**config.mk**
```make
export PLATFORM = sky130hd
export DESIGN_NAME = alu_issue_stage_flat
export DESIGN_NICKNAME = d
export VERILOG_FILES = /design/src/rtl/alu_issue_stage_pkg.sv /design/src/rtl/alu_issue_stage_if.sv /design/src/rtl/alu_issue_stage_alu_ctrl_decoder.sv /design/src/rtl/alu_issue_stage.sv /design/src/flat_wrapper.sv
export SDC_FILE = /design/constraint.sdc
export NUM_CORES = 1
export LEC_CHECK = 0
export ABC_CLOCK_PERIOD_IN_PS = 5700
export CAP_MARGIN = 20
export CORE_MARGIN = 3
export CORE_UTILIZATION = 55
export CTS_CLUSTER_SIZE = 40
export DETAILED_ROUTE_END_ITERATION = 12
export DONT_BUFFER_PORTS = 1
export HOLD_SLACK_MARGIN = 0.06
export PLACE_DENSITY = 0.7
export SKIP_CTS_REPAIR_TIMING = 1
export SYNTH_ARGS = -nofsm -noshare
export SYNTH_HDL_FRONTEND = slang
export SYNTH_SLANG_ARGS = --single-unit
```
**constraint.sdc**
```tcl
create_clock -name clk -period 5.7 [get_ports clk]
set_input_delay 0.57 -clock clk [delete_from_list [all_inputs] [get_ports clk]]
set_output_delay 0.57 -clock clk [all_outputs]
set_load 0.01 [all_outputs]
```
**src/rtl/alu_issue_stage_pkg.sv**
```systemverilog
// Shared types and constants for the ALU issue stage: opcodes, funct fields,
// ALU control encoding and the buffered issue packet.
package alu_issue_stage_pkg;

  localparam int unsigned XLEN  = 32;
  localparam int unsigned REG_W = 5;

  localparam logic [6:0] OPC_OP     = 7'b0110011;
  localparam logic [6:0] OPC_OP_IMM = 7'b0010011;
  localparam logic [6:0] OPC_LUI    = 7'b0110111;
  localparam logic [6:0] OPC_AUIPC  = 7'b0010111;
  localparam logic [6:0] OPC_BRANCH = 7'b1100011;
  localparam logic [6:0] OPC_LOAD   = 7'b0000011;
  localparam logic [6:0] OPC_STORE  = 7'b0100011;
  localparam logic [6:0] OPC_JAL    = 7'b1101111;
  localparam logic [6:0] OPC_JALR   = 7'b1100111;

  localparam logic [2:0] F3_ADD_SUB = 3'b000;
  localparam logic [2:0] F3_SLL     = 3'b001;
  localparam logic [2:0] F3_SLT     = 3'b010;
  localparam logic [2:0] F3_SLTU    = 3'b011;
  localparam logic [2:0] F3_XOR     = 3'b100;
  localparam logic [2:0] F3_SRL_SRA = 3'b101;
  localparam logic [2:0] F3_OR      = 3'b110;
  localparam logic [2:0] F3_AND     = 3'b111;

  localparam logic [2:0] F3_BEQ  = 3'b000;
  localparam logic [2:0] F3_BNE  = 3'b001;
  localparam logic [2:0] F3_BLT  = 3'b100;
  localparam logic [2:0] F3_BGE  = 3'b101;
  localparam logic [2:0] F3_BLTU = 3'b110;
  localparam logic [2:0] F3_BGEU = 3'b111;

  localparam logic [6:0] F7_BASE = 7'b0000000;
  localparam logic [6:0] F7_ALT  = 7'b0100000;

  typedef enum logic [4:0] {
    ALU_CTRL_ADD_ADDI = 5'd0,
    ALU_CTRL_SUB      = 5'd1,
    ALU_CTRL_SLL      = 5'd2,
    ALU_CTRL_SLT      = 5'd3,
    ALU_CTRL_SLTU     = 5'd4,
    ALU_CTRL_XOR      = 5'd5,
    ALU_CTRL_SRL      = 5'd6,
    ALU_CTRL_SRA      = 5'd7,
    ALU_CTRL_OR       = 5'd8,
    ALU_CTRL_AND      = 5'd9,
    ALU_CTRL_LUI      = 5'd10,
    ALU_CTRL_AUIPC    = 5'd11,
    ALU_CTRL_BEQ      = 5'd12,
    ALU_CTRL_BNE      = 5'd13,
    ALU_CTRL_BLT      = 5'd14,
    ALU_CTRL_BGE      = 5'd15,
    ALU_CTRL_BLTU     = 5'd16,
    ALU_CTRL_BGEU     = 5'd17
  } AluControl_t;

  typedef struct packed {
    logic [XLEN-1:0]  a;
    logic [XLEN-1:0]  b;
    AluControl_t      alu_ctrl;
    logic [REG_W-1:0] rd;
    logic             is_branch;
    logic             illegal;
  } issue_pkt_t;

  localparam issue_pkt_t PKT_RESET = '{a: '0, b: '0, alu_ctrl: ALU_CTRL_ADD_ADDI,
                                       rd: '0, is_branch: 1'b0, illegal: 1'b0};

  // Register/immediate arithmetic mapping; alt selects SUB/SRA where defined.
  function automatic AluControl_t arith_ctrl(input logic [2:0] f3, input logic alt);
    AluControl_t c;
    c = ALU_CTRL_ADD_ADDI;
    case (f3)
      F3_ADD_SUB: c = alt ? ALU_CTRL_SUB : ALU_CTRL_ADD_ADDI;
      F3_SLL:     c = ALU_CTRL_SLL;
      F3_SLT:     c = ALU_CTRL_SLT;
      F3_SLTU:    c = ALU_CTRL_SLTU;
      F3_XOR:     c = ALU_CTRL_XOR;
      F3_SRL_SRA: c = alt ? ALU_CTRL_SRA : ALU_CTRL_SRL;
      F3_OR:      c = ALU_CTRL_OR;
      F3_AND:     c = ALU_CTRL_AND;
      default:    c = ALU_CTRL_ADD_ADDI;
    endcase
    return c;
  endfunction

endpackage

```
**src/rtl/alu_issue_stage_if.sv**
```systemverilog
// Upstream op/operand inputs and downstream EX-side outputs of the issue stage.
interface alu_issue_stage_if;
  import alu_issue_stage_pkg::*;

  logic             flush;
  logic             in_valid;
  logic             in_ready;
  logic [XLEN-1:0]  instr;
  logic [XLEN-1:0]  pc;
  logic [XLEN-1:0]  rs1_data;
  logic [XLEN-1:0]  rs2_data;
  logic [XLEN-1:0]  imm;
  logic             out_valid;
  logic             out_ready;
  logic [XLEN-1:0]  out_a;
  logic [XLEN-1:0]  out_b;
  AluControl_t      out_alu_ctrl;
  logic [REG_W-1:0] out_rd;
  logic             out_is_branch;
  logic             out_illegal;

  modport master (
    input  flush, in_valid, instr, pc, rs1_data, rs2_data, imm, out_ready,
    output in_ready, out_valid, out_a, out_b, out_alu_ctrl, out_rd, out_is_branch, out_illegal
  );

  modport slave (
    output flush, in_valid, instr, pc, rs1_data, rs2_data, imm, out_ready,
    input  in_ready, out_valid, out_a, out_b, out_alu_ctrl, out_rd, out_is_branch, out_illegal
  );
endinterface

```
**src/rtl/alu_issue_stage_alu_ctrl_decoder.sv**
```systemverilog
// Combinational RV32I decode into an issue packet: ALU control, operands, rd, flags.
module alu_ctrl_decoder
  import alu_issue_stage_pkg::*;
#(
  parameter int unsigned LINK_OFFSET = 4
) (
  input  logic [XLEN-1:0] instr,
  input  logic [XLEN-1:0] pc,
  input  logic [XLEN-1:0] rs1_data,
  input  logic [XLEN-1:0] rs2_data,
  input  logic [XLEN-1:0] imm,
  output issue_pkt_t      pkt
);

  logic [6:0] opcode;
  logic [2:0] f3;
  logic [6:0] f7;

  assign opcode = instr[6:0];
  assign f3     = instr[14:12];
  assign f7     = instr[31:25];

  always_comb begin
    pkt    = PKT_RESET;
    pkt.rd = instr[11:7];
    case (opcode)
      OPC_OP: begin
        pkt.a        = rs1_data;
        pkt.b        = rs2_data;
        pkt.alu_ctrl = arith_ctrl(f3, f7 == F7_ALT);
        pkt.illegal  = !((f7 == F7_BASE) ||
                         ((f7 == F7_ALT) && ((f3 == F3_ADD_SUB) || (f3 == F3_SRL_SRA))));
      end
      OPC_OP_IMM: begin
        pkt.a        = rs1_data;
        pkt.b        = imm;
        pkt.alu_ctrl = arith_ctrl(f3, (f3 == F3_SRL_SRA) && (f7 == F7_ALT));
        pkt.illegal  = ((f3 == F3_SLL) && (f7 != F7_BASE)) ||
                       ((f3 == F3_SRL_SRA) && (f7 != F7_BASE) && (f7 != F7_ALT));
      end
      OPC_LUI: begin
        pkt.alu_ctrl = ALU_CTRL_LUI;
        pkt.b        = imm;
      end
      OPC_AUIPC: begin
        pkt.alu_ctrl = ALU_CTRL_AUIPC;
        pkt.a        = pc;
        pkt.b        = imm;
      end
      OPC_BRANCH: begin
        pkt.a         = rs1_data;
        pkt.b         = rs2_data;
        pkt.rd        = '0;
        pkt.is_branch = 1'b1;
        case (f3)
          F3_BEQ:  pkt.alu_ctrl = ALU_CTRL_BEQ;
          F3_BNE:  pkt.alu_ctrl = ALU_CTRL_BNE;
          F3_BLT:  pkt.alu_ctrl = ALU_CTRL_BLT;
          F3_BGE:  pkt.alu_ctrl = ALU_CTRL_BGE;
          F3_BLTU: pkt.alu_ctrl = ALU_CTRL_BLTU;
          F3_BGEU: pkt.alu_ctrl = ALU_CTRL_BGEU;
          default: pkt.illegal  = 1'b1;
        endcase
      end
      OPC_LOAD: begin
        pkt.a = rs1_data;
        pkt.b = imm;
      end
      OPC_STORE: begin
        pkt.a  = rs1_data;
        pkt.b  = imm;
        pkt.rd = '0;
      end
      OPC_JAL, OPC_JALR: begin
        pkt.a = pc;
        pkt.b = XLEN'(LINK_OFFSET);
      end
      default: pkt.illegal = 1'b1;
    endcase
    // Every illegal encoding collapses to the same neutral ADD 0,0 packet.
    if (pkt.illegal) begin
      pkt         = PKT_RESET;
      pkt.illegal = 1'b1;
    end
  end

endmodule

```
**src/rtl/alu_issue_stage.sv**
```systemverilog
// ID/EX issue stage: decodes an op and holds it in a main entry plus a one-deep
// skid entry so that in_ready can be a registered signal.
module alu_issue_stage
  import alu_issue_stage_pkg::*;
#(
  parameter int unsigned LINK_OFFSET = 4
) (
  input  logic               clk,
  input  logic               rst,
  alu_issue_stage_if.master  bus
);

  issue_pkt_t dec_pkt;
  issue_pkt_t main_q, main_d;
  issue_pkt_t skid_q, skid_d;
  logic       main_valid_q, main_valid_d;
  logic       skid_valid_q, skid_valid_d;
  logic       in_ready_q, in_ready_d;
  logic       accept;

  alu_ctrl_decoder #(.LINK_OFFSET(LINK_OFFSET)) u_dec (
    .instr    (bus.instr),
    .pc       (bus.pc),
    .rs1_data (bus.rs1_data),
    .rs2_data (bus.rs2_data),
    .imm      (bus.imm),
    .pkt      (dec_pkt)
  );

  always_comb begin
    main_d       = main_q;
    skid_d       = skid_q;
    main_valid_d = main_valid_q;
    skid_valid_d = skid_valid_q;
    accept       = bus.in_valid & in_ready_q & ~bus.flush;
    if (bus.flush) begin
      main_valid_d = 1'b0;
      skid_valid_d = 1'b0;
    end else if (skid_valid_q) begin
      // Full: no intake; skid refills main once EX takes the current op.
      if (bus.out_ready) begin
        main_d       = skid_q;
        skid_valid_d = 1'b0;
      end
    end else if (!main_valid_q || bus.out_ready) begin
      main_valid_d = accept;
      if (accept) main_d = dec_pkt;
    end else if (accept) begin
      skid_d       = dec_pkt;
      skid_valid_d = 1'b1;
    end
    in_ready_d = ~skid_valid_d;
  end

  always_ff @(posedge clk) begin
    if (rst) begin
      main_q       <= PKT_RESET;
      skid_q       <= PKT_RESET;
      main_valid_q <= 1'b0;
      skid_valid_q <= 1'b0;
      in_ready_q   <= 1'b0;
    end else begin
      main_q       <= main_d;
      skid_q       <= skid_d;
      main_valid_q <= main_valid_d;
      skid_valid_q <= skid_valid_d;
      in_ready_q   <= in_ready_d;
    end
  end

  assign bus.in_ready      = in_ready_q;
  assign bus.out_valid     = main_valid_q;
  assign bus.out_a         = main_q.a;
  assign bus.out_b         = main_q.b;
  assign bus.out_alu_ctrl  = main_q.alu_ctrl;
  assign bus.out_rd        = main_q.rd;
  assign bus.out_is_branch = main_q.is_branch;
  assign bus.out_illegal   = main_q.illegal;

endmodule

```
**src/flat_wrapper.sv**
```systemverilog
// flat-port wrapper written by rule: the top's interface ports become plain ports
module alu_issue_stage_flat import alu_issue_stage_pkg::*;
#(
  parameter int unsigned LINK_OFFSET = 4
)
  (clk, rst, bus_flush, bus_in_valid, bus_instr, bus_pc, bus_rs1_data, bus_rs2_data, bus_imm, bus_out_ready, bus_in_ready, bus_out_valid, bus_out_a, bus_out_b, bus_out_alu_ctrl, bus_out_rd, bus_out_is_branch, bus_out_illegal);
  alu_issue_stage_if bus_i ();
  input  logic clk;
  input  logic rst;
  input wire logic [$bits(bus_i.flush)-1:0] bus_flush;
  input wire logic [$bits(bus_i.in_valid)-1:0] bus_in_valid;
  input wire logic [$bits(bus_i.instr)-1:0] bus_instr;
  input wire logic [$bits(bus_i.pc)-1:0] bus_pc;
  input wire logic [$bits(bus_i.rs1_data)-1:0] bus_rs1_data;
  input wire logic [$bits(bus_i.rs2_data)-1:0] bus_rs2_data;
  input wire logic [$bits(bus_i.imm)-1:0] bus_imm;
  input wire logic [$bits(bus_i.out_ready)-1:0] bus_out_ready;
  output wire logic [$bits(bus_i.in_ready)-1:0] bus_in_ready;
  output wire logic [$bits(bus_i.out_valid)-1:0] bus_out_valid;
  output wire logic [$bits(bus_i.out_a)-1:0] bus_out_a;
  output wire logic [$bits(bus_i.out_b)-1:0] bus_out_b;
  output wire logic [$bits(bus_i.out_alu_ctrl)-1:0] bus_out_alu_ctrl;
  output wire logic [$bits(bus_i.out_rd)-1:0] bus_out_rd;
  output wire logic [$bits(bus_i.out_is_branch)-1:0] bus_out_is_branch;
  output wire logic [$bits(bus_i.out_illegal)-1:0] bus_out_illegal;
  assign bus_i.flush = bus_flush;
  assign bus_i.in_valid = bus_in_valid;
  assign bus_i.instr = bus_instr;
  assign bus_i.pc = bus_pc;
  assign bus_i.rs1_data = bus_rs1_data;
  assign bus_i.rs2_data = bus_rs2_data;
  assign bus_i.imm = bus_imm;
  assign bus_i.out_ready = bus_out_ready;
  assign bus_in_ready = bus_i.in_ready;
  assign bus_out_valid = bus_i.out_valid;
  assign bus_out_a = bus_i.out_a;
  assign bus_out_b = bus_i.out_b;
  assign bus_out_alu_ctrl = bus_i.out_alu_ctrl;
  assign bus_out_rd = bus_i.out_rd;
  assign bus_out_is_branch = bus_i.out_is_branch;
  assign bus_out_illegal = bus_i.out_illegal;
  alu_issue_stage #(.LINK_OFFSET(LINK_OFFSET)) u_core (.clk(clk), .rst(rst), .bus(bus_i));
endmodule
```
* Yosys cells after proc, flatten, opt, wreduce, memory -nomap -nowiden
Index checks and enable logic that the tools add are counted.
** Cells by class
- Equality and inequality tests :: 19
- Muxes and demuxes :: 24
- Bitwise operators :: 6
- Reductions and logical operators :: 28
** Operators by type and width (number)
- 76-bit 2-to-1 mux :: 5
- 32-bit case mux with 3 select lines :: 1
- 5-bit case mux with 8 select lines :: 2
- 32-bit case mux with 2 select lines :: 1
- 5-bit case mux with 6 select lines :: 1
- 7-bit by 6-bit equality test with 1-bit output, second input constant :: 4
- 5-bit case mux with 5 select lines :: 1
- 7-bit equality test, second input constant :: 3
- 7-bit by 5-bit equality test with 1-bit output, second input constant :: 2
- 3-bit equality test, second input constant :: 4
- 6-bit OR reduction :: 2
- 1-bit 2-to-1 mux :: 11
- 5-bit OR reduction :: 2
- 4-bit AND reduction :: 2
- 2-bit OR reduction :: 4
- 7-bit by 2-bit equality test with 1-bit output, second input constant :: 1
- 7-bit logical NOT :: 1
- 7-bit by 6-bit != test with 1-bit output, second input constant :: 1
- 7-bit nonzero test :: 1
- 3-bit by 2-bit equality test with 1-bit output, second input constant :: 2
- 1-bit logical AND :: 5
- 5-bit 2-to-1 mux :: 1
- 1-bit logical OR :: 4
- 1-bit inverter :: 4
- 9 further kinds :: 12
** Storage, ports and cells
- Register bits :: 155

* Logic depth before layout (Yosys ltp)
Gate-level depths: netlist (run 1).
- Depth after elaboration :: 10
- Gate-level depth with buffers :: 10
- Depth with buffers taken out :: 6

* Hierarchy
From an unflattened synthesis (run 1), not the netlist that was laid out.
** Unflattened totals
- Cells, all modules :: 1091
- Area, all modules :: 8923.6 sq um
** Modules (own cells, without submodules)
- alu_issue_stage :: times used 1, cells each 817, area an instance 6969.2 sq um
- alu_ctrl_decoder :: times used 1, cells each 274, area an instance 1954.4 sq um

* Worst setup path before layout (run 1)
No wires, ideal clock.
- Kind :: input port to flip-flop
- From :: in bus_instr[26]
- To :: reg u_core.skid_q[9] in the netlist's numbering
- Data arrival time :: 2284 ps
- Required time :: 5629 ps
- Setup slack :: 3346 ps
- Stages on the path :: 6
- Buffers on the path :: 0
- Path through :: or4_4 nor3_4 a211oi_1 or2_1 or4_1 a21oi_1
** On the way
- Longest elaborated chain between the ends :: 6
** Ends and longest elaborated chain
- start, declared :: line flat_wrapper.sv:12 : input wire logic [$bits(bus_i.instr)-1:0] bus_instr;
- 7-bit by 6-bit equality test with 1-bit output or 7-bit nonzero test (tied branches) :: line alu_issue_stage_alu_ctrl_decoder.sv:32, alu_issue_stage_alu_ctrl_decoder.sv:38, alu_issue_stage_alu_ctrl_decoder.sv:39
- 1-bit logical AND, on equally long branches :: line alu_issue_stage_alu_ctrl_decoder.sv:32, alu_issue_stage_alu_ctrl_decoder.sv:39
- 1-bit logical OR or 1-bit logical AND (tied branches) :: line alu_issue_stage_alu_ctrl_decoder.sv:31, alu_issue_stage_alu_ctrl_decoder.sv:39
- 1-bit logical NOT or 1-bit logical OR (tied branches) :: line alu_issue_stage_alu_ctrl_decoder.sv:31, alu_issue_stage_alu_ctrl_decoder.sv:38
- 1-bit case mux with 4 select lines * :: line alu_issue_stage_alu_ctrl_decoder.sv:26 : case (opcode)
- 76-bit 2-to-1 mux * :: line alu_issue_stage_alu_ctrl_decoder.sv:81 : if (pkt.illegal) begin
- end signal, assigned :: line alu_issue_stage.sv:64 : skid_q <= skid_d;
- end, declared :: line alu_issue_stage.sv:15 : issue_pkt_t skid_q, skid_d;
Mark *: on every way between the ends. The rest lies on a longest branch, timed or not.
A chain may end at the register's enable or synchronous reset.

* Worst setup path after layout (run 1)
- From :: reg u_core.skid_valid_q
- To :: reg u_core.main_q, in the netlist u_core.bus.out_b[31]
** On the way
- Longest elaborated chain between the ends :: 2
** Ends and longest elaborated chain
- start, declared :: line alu_issue_stage.sv:17 : logic skid_valid_q, skid_valid_d;
- start signal, assigned :: line alu_issue_stage.sv:66 : skid_valid_q <= skid_valid_d;
- 2-bit != test (no line) or 2-bit nonzero test (tied branches)
- 4-bit AND reduction (no line)
- end signal, assigned :: line alu_issue_stage.sv:63 : main_q <= main_d;
- end, declared :: line alu_issue_stage.sv:14 : issue_pkt_t main_q, main_d;
Parallel ways exist; a longest one is shown, timed or not.

==> impl_metrics.json, run 1 <==
{
  "numCtsBuffers": 17,
  "clkPwrFrac_pct": 50.4,
  "crit_start": "u_core.skid_valid_q",
  "p_comb_share_pct": 2.8,
  "p_total_mw": 2.33,
  "finalNetCount": 909,
  "postRouteAntennaNets": 0,
  "drt_iter0_markers": 486,
  "avgSynthCellArea_um2": 8.43,
  "fin_area_um2": 7320,
  "outcome": "completed",
  "drt-pass1-iter-count": 5,
  "final-hold-violation-count": 0,
  "cts_root_buffer": "clkbuf_16",
  "crit_type": "reg -> reg",
  "dieArea_um2": 13500,
  "skew_ns": 0.00723,
  "layout_commonest_cell": "dfxtp_1",
  "synth_seq_area_share_pct": 46.3,
  "synth_edf_count": 0,
  "cp.required_ns": 6.05,
  "crit_top_cell": "buf_4",
  "r2r-start": "u_core.skid_valid_q",
  "die_w_um": 116,
  "peakVddDrop_v": 0.000271,
  "grt_max_degree": 113,
  "hold_class": "in -> reg",
  "fin_crit_sh_pct": 52.5,
  "syn_nets": 959,
  "drv_cap": 0,
  "tns_ns": 0,
  "rsz0062_at_grt": "no",
  "dieHeight_um": 116,
  "worst_hold_slack_ns": 0.215,
  "post_drt_wl_per_cell_um": 20.8,
  "syn_inst": 794,
  "syn_area_um2": 6700,
  "crit_slowest_cell": "buf_4",
  "drcViolationCount": 0,
  "yosys-top-cells-area": "dfxtp_1 46%, a21oi_1 7.8%, a22oi_1 7.1%",
  "track_usage_pct": 26.7,
  "worst_pin_slew_ns": 0.987,
  "grt_pass1_vias": 5623,
  "start_kind": "flop",
  "io_buffer_count": 0,
  "place_area_um2": 6700,
  "cp-end-kind": "flop",
  "pin_count": 243,
  "fin_util_pct": 62.8,
  "finalSetupViolCount": 0,
  "clockBufferDepth": 2,
  "clock_sinks": 155,
  "switching_share_pct": 20.8,
  "ys.flop_type": "dfxtp_1",
  "h-tree-depth": 4,
  "cts_tree": "built",
  "fmax_ghz": 0.334,
  "final_cell_mix": "154 x dfxtp_1, 102 x a21oi_1, 78 x nand2_1, 73 x and3_1, 69 x o22ai_1",
  "final_cells": 900,
  "vias": 5987,
  "core_um2": 11700,
  "pwr_density_cell_nw_per_um2": 318,
  "yosys.area.top_type": "dfxtp_1",
  "grt_overflow": 0,
  "dpl.cell_count": 868,
  "dp_hpwl_um": 11400,
  "finalMaxSlewViolations": 0,
  "area_delta_synth_final_pct": 9.31,
  "clk_pin_slew_worst_paths_ns": 0.06,
  "period_minus_slack_ns": 2.99,
  "leakage_nw": 2.52,
  "synth_top_area_share_pct": 46.3,
  "wirelength_um": 18700,
  "place_ws_ns": 2.50,
  "globalplace.congestion": 0.848,
  "synth-async-reset-ratio_pct": 0,
  "grt_pass1_wl_um": 28500,
  "num-fill-cells": 971,
  "antenna_found_initial": 0,
  "cp_max_fo": 84,
  "crit_arrival_ns": 3.34,
  "drive_above_1_share_pct": 8.32,
  "start_util_pct": 57.4,
  "crit_path_max_incr_delay_ns": 0.62,
  "yosys_warnings": 0,
  "synth.distinct_cells": 44,
  "n_antenna_cell": 0,
  "p_int_mw": 1.84,
  "cp_cell_sequence": "buf_4 > a21oi_1 > nor2_1 > o21ai_4 > or3_1 > nand2b_2 > buf_4 > o22ai_1",
  "p_sw_mw": 0.483,
  "fp-row-count": 39,
  "slew_headroom_pct": 34.0,
  "vias_per_cell": 6.65,
  "seq_power_share_pct": 46.8,
  "worst_slack_ns": 2.71,
  "synth_seq_cells": 155,
  "clk-insertion-delay-late_ns": 0.42,
  "min_from": "bus_flush"
}
cell families after synthesis:
| kind of cell | Yosys count | share of synthesized area, % |
|---|---|---|
| xor+xnor | 1 | 0.131 |
| buf+inv | 86 | 5.23 |
| flops | 155 | 46.3 |
| simple gates | 232 | 18.9 |
| compound gates | 320 | 29.4 |
final cells by class:
cell class	instances	area (µm²)	area share (%)
Timing Repair Buffer	12	103	1.40
Tap cell	143	179	2.44
Clock inverter	13	174	2.38
Clock buffer	19	443	6.05
Multi-Input combinational cell	553	3300	45.1
Inverter	5	18.8	0.256
Sequential cell	155	3100	42.4
registers in the layout (all words and copies together), names as in the netlist, 5 cells and up:
signal	flops
u_core.bus.out_a	32
u_core.bus.out_alu_ctrl	5
u_core.bus.out_b	32
u_core.bus.out_rd	5
u_core.skid_q	76
synthesized netlist by cell type (4+ instances only):
| cell | n |
|---|---|
| a32oi_1 | 5 |
| nor2_1 | 19 |
| o2bb2ai_1 | 5 |
| nand2b_1 | 6 |
| buf_2 | 13 |
| o21ai_0 | 35 |
| nor4_1 | 5 |
| clkbuf_1 | 65 |
| o21ai_1 | 17 |
| o22ai_1 | 69 |
| a21oi_1 | 105 |
| a22oi_1 | 63 |
| nor3_1 | 7 |
| and3_1 | 73 |
| dfxtp_1 | 155 |
| nand3b_1 | 23 |
| a211oi_1 | 6 |
| or3_1 | 4 |
| inv_1 | 5 |
| nand2_1 | 79 |
worst max-delay path, delay by kind of cell (launching register included):
kind	cells	cell delay, ns
flip-flops	1	0.31
AND/OR/NAND/NOR	3	1.13
buffers and inverters	2	1.08
AO/OA/AOI/OAI	3	0.39
worst paths after layout:
check / to / slack (ns) / depth (start not counted)
setup / recovery: u_core.bus.out_b[31] / 2.71 / 8
hold / removal: u_core.bus.out_valid / 0.22 / 1
setup reg to reg: u_core.bus.out_b[31] / 2.71 / 8
hold reg to reg: u_core.skid_q[72] / 0.44 / 2
per-layer routing:
layer / global-route usage (%) / part of all wire [%]
met1: 31.0 / 40
met2: 45.9 / 50
met3: 8.29 / 7.6
met4: 10.8 / 2.1
met5: 0 / 0
power by group through the flow:
stage	Clock [mW]	Sequential (mW)	Combinational (mW)
floorplan	0	1.11	0.0606
global placement	0	1.11	0.0620
detailed placement	0	1.11	0.0653
CTS	1.19	1.09	0.0653
finish	1.17	1.09	0.0656
global route	1.24	1.09	0.0718
Note: power is estimated with default switching activity, not from simulation.
==> inputs of run 2 (changes only) <==
--- a/config.mk
+++ b/config.mk
@@ -5,7 +5,7 @@
 export SDC_FILE = /design/constraint.sdc
 export NUM_CORES = 1
 export LEC_CHECK = 0
-export ABC_CLOCK_PERIOD_IN_PS = 5700
+export ABC_CLOCK_PERIOD_IN_PS = 2500
 export CAP_MARGIN = 20
 export CORE_MARGIN = 3
 export CORE_UTILIZATION = 55
@@ -13,7 +13,7 @@
 export DETAILED_ROUTE_END_ITERATION = 12
 export DONT_BUFFER_PORTS = 1
 export HOLD_SLACK_MARGIN = 0.06
-export PLACE_DENSITY = 0.7
+export PLACE_DENSITY = 0.73
 export SKIP_CTS_REPAIR_TIMING = 1
 export SYNTH_ARGS = -nofsm -noshare
 export SYNTH_HDL_FRONTEND = slang
==> constraint.sdc (replaced) <==
create_clock -name clk -period 2.5 [get_ports clk]
set_input_delay 0.25 -clock clk [delete_from_list [all_inputs] [get_ports clk]]
set_output_delay 0.25 -clock clk [all_outputs]
set_load 0.01 [all_outputs]
==> run 2 against run 1 <==
  * Worst setup slack got worse by 2.3 ns
  * Critical endpoint is now u_core.bus.out_b[10]
  * Non-clock buffer count grew 26
  * Flip-flop and latch count stayed put
  * Global-route usage is essentially flat
  * Clock skew decreased by 0.0015 ns
  * Final cell count increased by 2.8%
  * Via count grew 2.6%
  * Critical path type unchanged
  * Highest routed layer unchanged
  * Combinational power rose to 3.2 times the previous value
  * Largest cell class unchanged
  * Count of clock-buffer cells in the layout is 2 lower
  * Maximum frequency rose by 41%
==> impl_metrics.json, run 2 (synthesis gave the netlist of run 1 again) <==
{
  "critPathBufInv": 1,
  "leakage_nw": 2.64,
  "post_drt_wl_per_cell_um": 20.2,
  "vias_per_cell": 6.64,
  "cts_tree": "built",
  "r2r-end": "u_core.bus.out_b[10]",
  "crit_path_max_incr_delay_ns": 0.66,
  "die_w_um": 116,
  "dp_hpwl_um": 12000,
  "cts_root_buffer": "clkbuf_16",
  "tns_ns": 0,
  "slew_headroom_pct": 40.6,
  "drt_iter0_markers": 507,
  "outcome": "completed",
  "dieHeight_um": 116,
  "h-tree-depth": 4,
  "worst_slack_ns": 0.376,
  "hold_class": "in -> reg",
  "worst_pin_slew_ns": 0.891,
  "drcViolationCount": 0,
  "grt_overflow": 0,
  "finalNetCount": 935,
  "pwr_density_cell_nw_per_um2": 706,
  "cp-end-kind": "flop",
  "vias": 6142,
  "hold-path-cell-count": 2,
  "cp_cell_sequence": "nor2_1 > o21ai_4 > buf_4 > a21oi_1 > o22ai_1",
  "drt-pass1-iter-count": 5,
  "dieArea_um2": 13500,
  "rsz0062_at_grt": "no",
  "reg2reg_depth": 5,
  "layout_commonest_cell": "dfxtp_1",
  "clk-insertion-delay-late_ns": 0.41,
  "crit_slowest_cell": "buf_4",
  "whs_endpoint": "u_core.bus.out_a[8]",
  "crit_type": "reg -> reg",
  "fmax_ghz": 0.471,
  "worst_hold_slack_ns": 0.0554,
  "clockBufferDepth": 2,
  "place_area_um2": 6780,
  "dpl.cell_count": 875,
  "io_buffer_count": 0,
  "clock_sinks": 155,
  "path_delay_family": "buffers and inverters",
  "n_antenna_cell": 0,
  "cp.required_ns": 2.83,
  "fin_area_um2": 7610,
  "start_kind": "flop",
  "peakVddDrop_v": 0.000502,
  "postRouteAntennaNets": 0,
  "ff2ff_setup_slack_ns": 0.38,
  "largest_reg_flops": 76,
  "track_usage_pct": 26.7,
  "globalplace.congestion": 0.845,
  "period_minus_slack_ns": 2.12,
  "core_um2": 11700,
  "area_delta_synth_final_pct": 13.6,
  "grt_pass1_vias": 5680,
  "finalMaxSlewViolations": 0,
  "top_register": "u_core.skid_q",
  "clk_pin_slew_worst_paths_ns": 0.06,
  "final_cells": 925,
  "numCtsBuffers": 17,
  "crit_arrival_ns": 2.46,
  "skew_ns": 0.00569,
  "r2r-start": "u_core.skid_valid_q",
  "cp_max_fo": 78,
  "fp-row-count": 39,
  "crit_cells": 5,
  "antenna_found_initial": 0,
  "wirelength_um": 18700,
  "final_cell_mix": "154 x dfxtp_1, 102 x a21oi_1, 78 x nand2_1, 73 x and3_1, 69 x o22ai_1",
  "drv_cap": 0,
  "final-hold-violation-count": 0,
  "fin_crit_sh_pct": 84.9,
  "start_util_pct": 57.4,
  "finalSetupViolCount": 0,
  "grt_max_degree": 113,
  "drive_above_1_share_pct": 9.08,
  "min_from": "bus_pc[8]",
  "pin_count": 243,
  "place_ws_ns": 0.291,
  "grt_pass1_wl_um": 28600
}
run 2: layer usage:
layer	vias up	wire (µm)	GRT usage, %
li1	2915	-	-
met1	2927	7530	32.9
met2	276	9380	45.9
met3	24	1540	6.84
met4	0	277	8.58
met5	-	0	0
run 2: area by class of cell:
class,instances,area [µm²]
clock buffers,17,425
clock inverters,14,195
fillers,951,4060
inverters,5,18.8
multi-input cells,553,3300
flip-flops and latches,155,3100
well taps,143,179
repair buffers,38,388
run 2: how the worst max path moves through the flow:
stage / end / slack (ns) / startpoint
5_1_grt: u_core.bus.out_a[14] / 0.22 / u_core.skid_valid_q
2_1_floorplan: u_core.skid_q[9] / 0.47 / bus_instr[26]
6_report: u_core.bus.out_b[10] / 0.38 / u_core.skid_valid_q
3_5_place_dp: u_core.bus.out_b[31] / 0.29 / bus_instr[26]
4_1_cts: u_core.bus.out_b[31] / 0.40 / u_core.skid_valid_q
3_3_place_gp: u_core.bus.out_rd[4] / 0.35 / bus_instr[26]
run 2: metrics by stage:
stage	power (mW)	utilization, %
finish	5.37	65.2
global route	5.55	65.2
detailed placement	2.69	58.1
floorplan	2.67	-
global placement	2.68	58.1
CTS	5.35	63.4
run 2: report_power, final:
part           leakage (nW)  internal (mW)  switching (mW)
Sequential             1.25           2.47         0.00783
Clock                 0.292           1.67            1.01
Combinational          1.10         0.0713           0.136
Total                  2.64           4.22            1.15
==> inputs of run 3 (changes only) <==
--- a/config.mk
+++ b/config.mk
@@ -5,7 +5,7 @@
 export SDC_FILE = /design/constraint.sdc
 export NUM_CORES = 1
 export LEC_CHECK = 0
-export ABC_CLOCK_PERIOD_IN_PS = 2500
+export ABC_CLOCK_PERIOD_IN_PS = 1800
 export CAP_MARGIN = 20
 export CORE_MARGIN = 3
 export CORE_UTILIZATION = 55
==> constraint.sdc (replaced) <==
create_clock -name clk -period 1.8 [get_ports clk]
set_input_delay 0.18 -clock clk [delete_from_list [all_inputs] [get_ports clk]]
set_output_delay 0.18 -clock clk [all_outputs]
set_load 0.01 [all_outputs]
==> run 3 against run 2 <==
  * The flow now finishes with violations (negative hold slack)
  * Global-route usage grew 0.32 points
  * Sequential power grew 39%
  * Total power grew 40%
  * Combinational power grew 71%
  * Non-clock buffer count grew 88
  * Clock power grew 38%
  * Clock skew grew 0.0010 ns
  * Cell area grew 12%
  * Sequential share of layout area shrank 4.4 points
  * Final cell count grew 9.5%
  * Register-to-register slack lost 0.34 ns
  * Largest cell class unchanged
==> impl_metrics.json, run 3 (synthesis gave the netlist of run 1 again) <==
{
  "vias_per_cell": 6.53,
  "multiInputGateArea_um2": 3350,
  "crit_slowest_cell": "dlygate4sd3_1",
  "track_usage_pct": 27.1,
  "crit_path_max_incr_delay_ns": 0.59,
  "globalplace.congestion": 0.965,
  "pin_count": 243,
  "cts_root_buffer": "clkbuf_16",
  "fin_util_pct": 73.1,
  "dpl.cell_count": 892,
  "fmax_ghz": 0.563,
  "numCtsBuffers": 17,
  "cts_tree": "built",
  "vias": 6619,
  "dp_hpwl_um": 12400,
  "area_delta_synth_final_pct": 27.2,
  "top_register": "u_core.skid_q",
  "start_kind": "input port",
  "die_w_um": 116,
  "post_drt_wl_per_cell_um": 21.0,
  "cp_cell_sequence": "nand2b_1 > or3_1 > a21oi_2 > buf_12 > a22oi_1 > dlygate4sd3_1 > o21ai_0",
  "drive_above_1_share_pct": 10.8,
  "layout_commonest_cell": "dfxtp_1",
  "h-tree-depth": 4,
  "largest_reg_flops": 76,
  "drcViolationCount": 0,
  "drv_cap": 0,
  "cp.required_ns": 2.14,
  "cp-end-kind": "flop",
  "start_util_pct": 57.4,
  "grt_overflow": 0,
  "critPathBufInv": 2,
  "fin_area_um2": 8520,
  "grt_pass1_wl_um": 28800,
  "drt-pass1-iter-count": 6,
  "final_cell_mix": "153 x dfxtp_1, 102 x a21oi_1, 89 x dlygate4sd3_1, 77 x nand2_1, 73 x and3_1",
  "grt_max_degree": 113,
  "hold_class": "in -> reg",
  "num-fill-cells": 836,
  "place_area_um2": 6950,
  "violations": "negative hold slack",
  "fin_crit_sh_pct": 98.7,
  "final-hold-violation-count": 107,
  "finalMaxSlewViolations": 0,
  "drt_iter0_markers": 537,
  "n_antenna_cell": 0,
  "dieHeight_um": 116,
  "crit_type": "in -> reg",
  "seqCellArea_um2": 3110,
  "core_um2": 11700,
  "finalNetCount": 1023,
  "grt_pass1_vias": 5714,
  "postRouteAntennaNets": 0,
  "peakVddDrop_v": 0.000626,
  "io_buffer_count": 0,
  "path_delay_family": "buffers and inverters",
  "leakage_nw": 2.93,
  "worst_pin_slew_ns": 0.515,
  "clk-insertion-delay-late_ns": 0.43,
  "cp_max_fo": 32,
  "clock_sinks": 155,
  "ff2ff_setup_slack_ns": 0.04,
  "clk_pin_slew_worst_paths_ns": 0.06,
  "wirelength_um": 21300,
  "worst_hold_slack_ns": -0.169,
  "pwr_density_cell_nw_per_um2": 881,
  "antenna_found_initial": 0,
  "slew_headroom_pct": 65.4,
  "period_minus_slack_ns": 1.78,
  "finalSetupViolCount": 0,
  "skew_ns": 0.00671,
  "fp-row-count": 39,
  "final_cells": 1013,
  "crit_arrival_ns": 2.12,
  "dieArea_um2": 13500,
  "clockBufferDepth": 2,
  "outcome": "finished, violations left"
}
==> run 3: changes by cell type in the layout (fill, tap and decap cells not counted), moves of 11 or more <==
cell           previous run  this run
dlygate4sd3_1            18        89
o21ai_0                  35        20
buf_4                    16        27
o21ai_1                  16        31
==> run 3: final timing paths <==
path                                            from                 to  depth (start not counted)
worst max register to register  u_core.bus.out_valid  u_core.skid_q[75]                          6
worst min-delay path                             rst   u_core.skid_q[9]                          1
worst min register to register     u_core.skid_q[33]  u_core.skid_q[33]                          2
worst max-delay path                    bus_instr[6]  u_core.skid_q[75]                          7
==> run 3: report_power, final <==
group	switching, mW	total, mW	leakage, nW	internal [mW]
clock network	1.40	3.70	0.297	2.30
logic	0.177	0.353	1.38	0.176
registers	0.00850	3.45	1.25	3.44
total	1.59	7.50	2.93	5.92
==> run 3: cell type report <==
cell class / count / area share [%]
multi-input cells: 553 / 39.3
flip-flops and latches: 155 / 36.5
repair buffers: 126 / 14.8
clock buffers: 19 / 5.08
well taps: 143 / 2.10
clock inverters: 12 / 2.04
inverters: 5 / 0.220
==> run 3: per-layer routing <==
metal | up-vias | global-route usage (%) | wire, µm
met5 | - | 0 | 0
met3 | 46 | 9.53 | 1910
met2 | 337 | 45.1 | 10800
met1 | 3135 | 31.8 | 8110
met4 | 0 | 11.1 | 494
li1 | 3101 | - | -
==> run 3: metrics by stage <==
stage	hold slack, ns	setup slack [ns]	setup TNS, ns	power [mW]
CTS	-0.193	-0.108	-2.23	7.41
global placement	0.257	-0.210	-24.20	3.75
detailed placement	0.256	-0.284	-30.46	3.75
finish	-0.169	0.0240	0	7.50
floorplan	0.258	-0.103	-2.63	3.72
global route	-0.172	-0.0640	-0.257	7.70
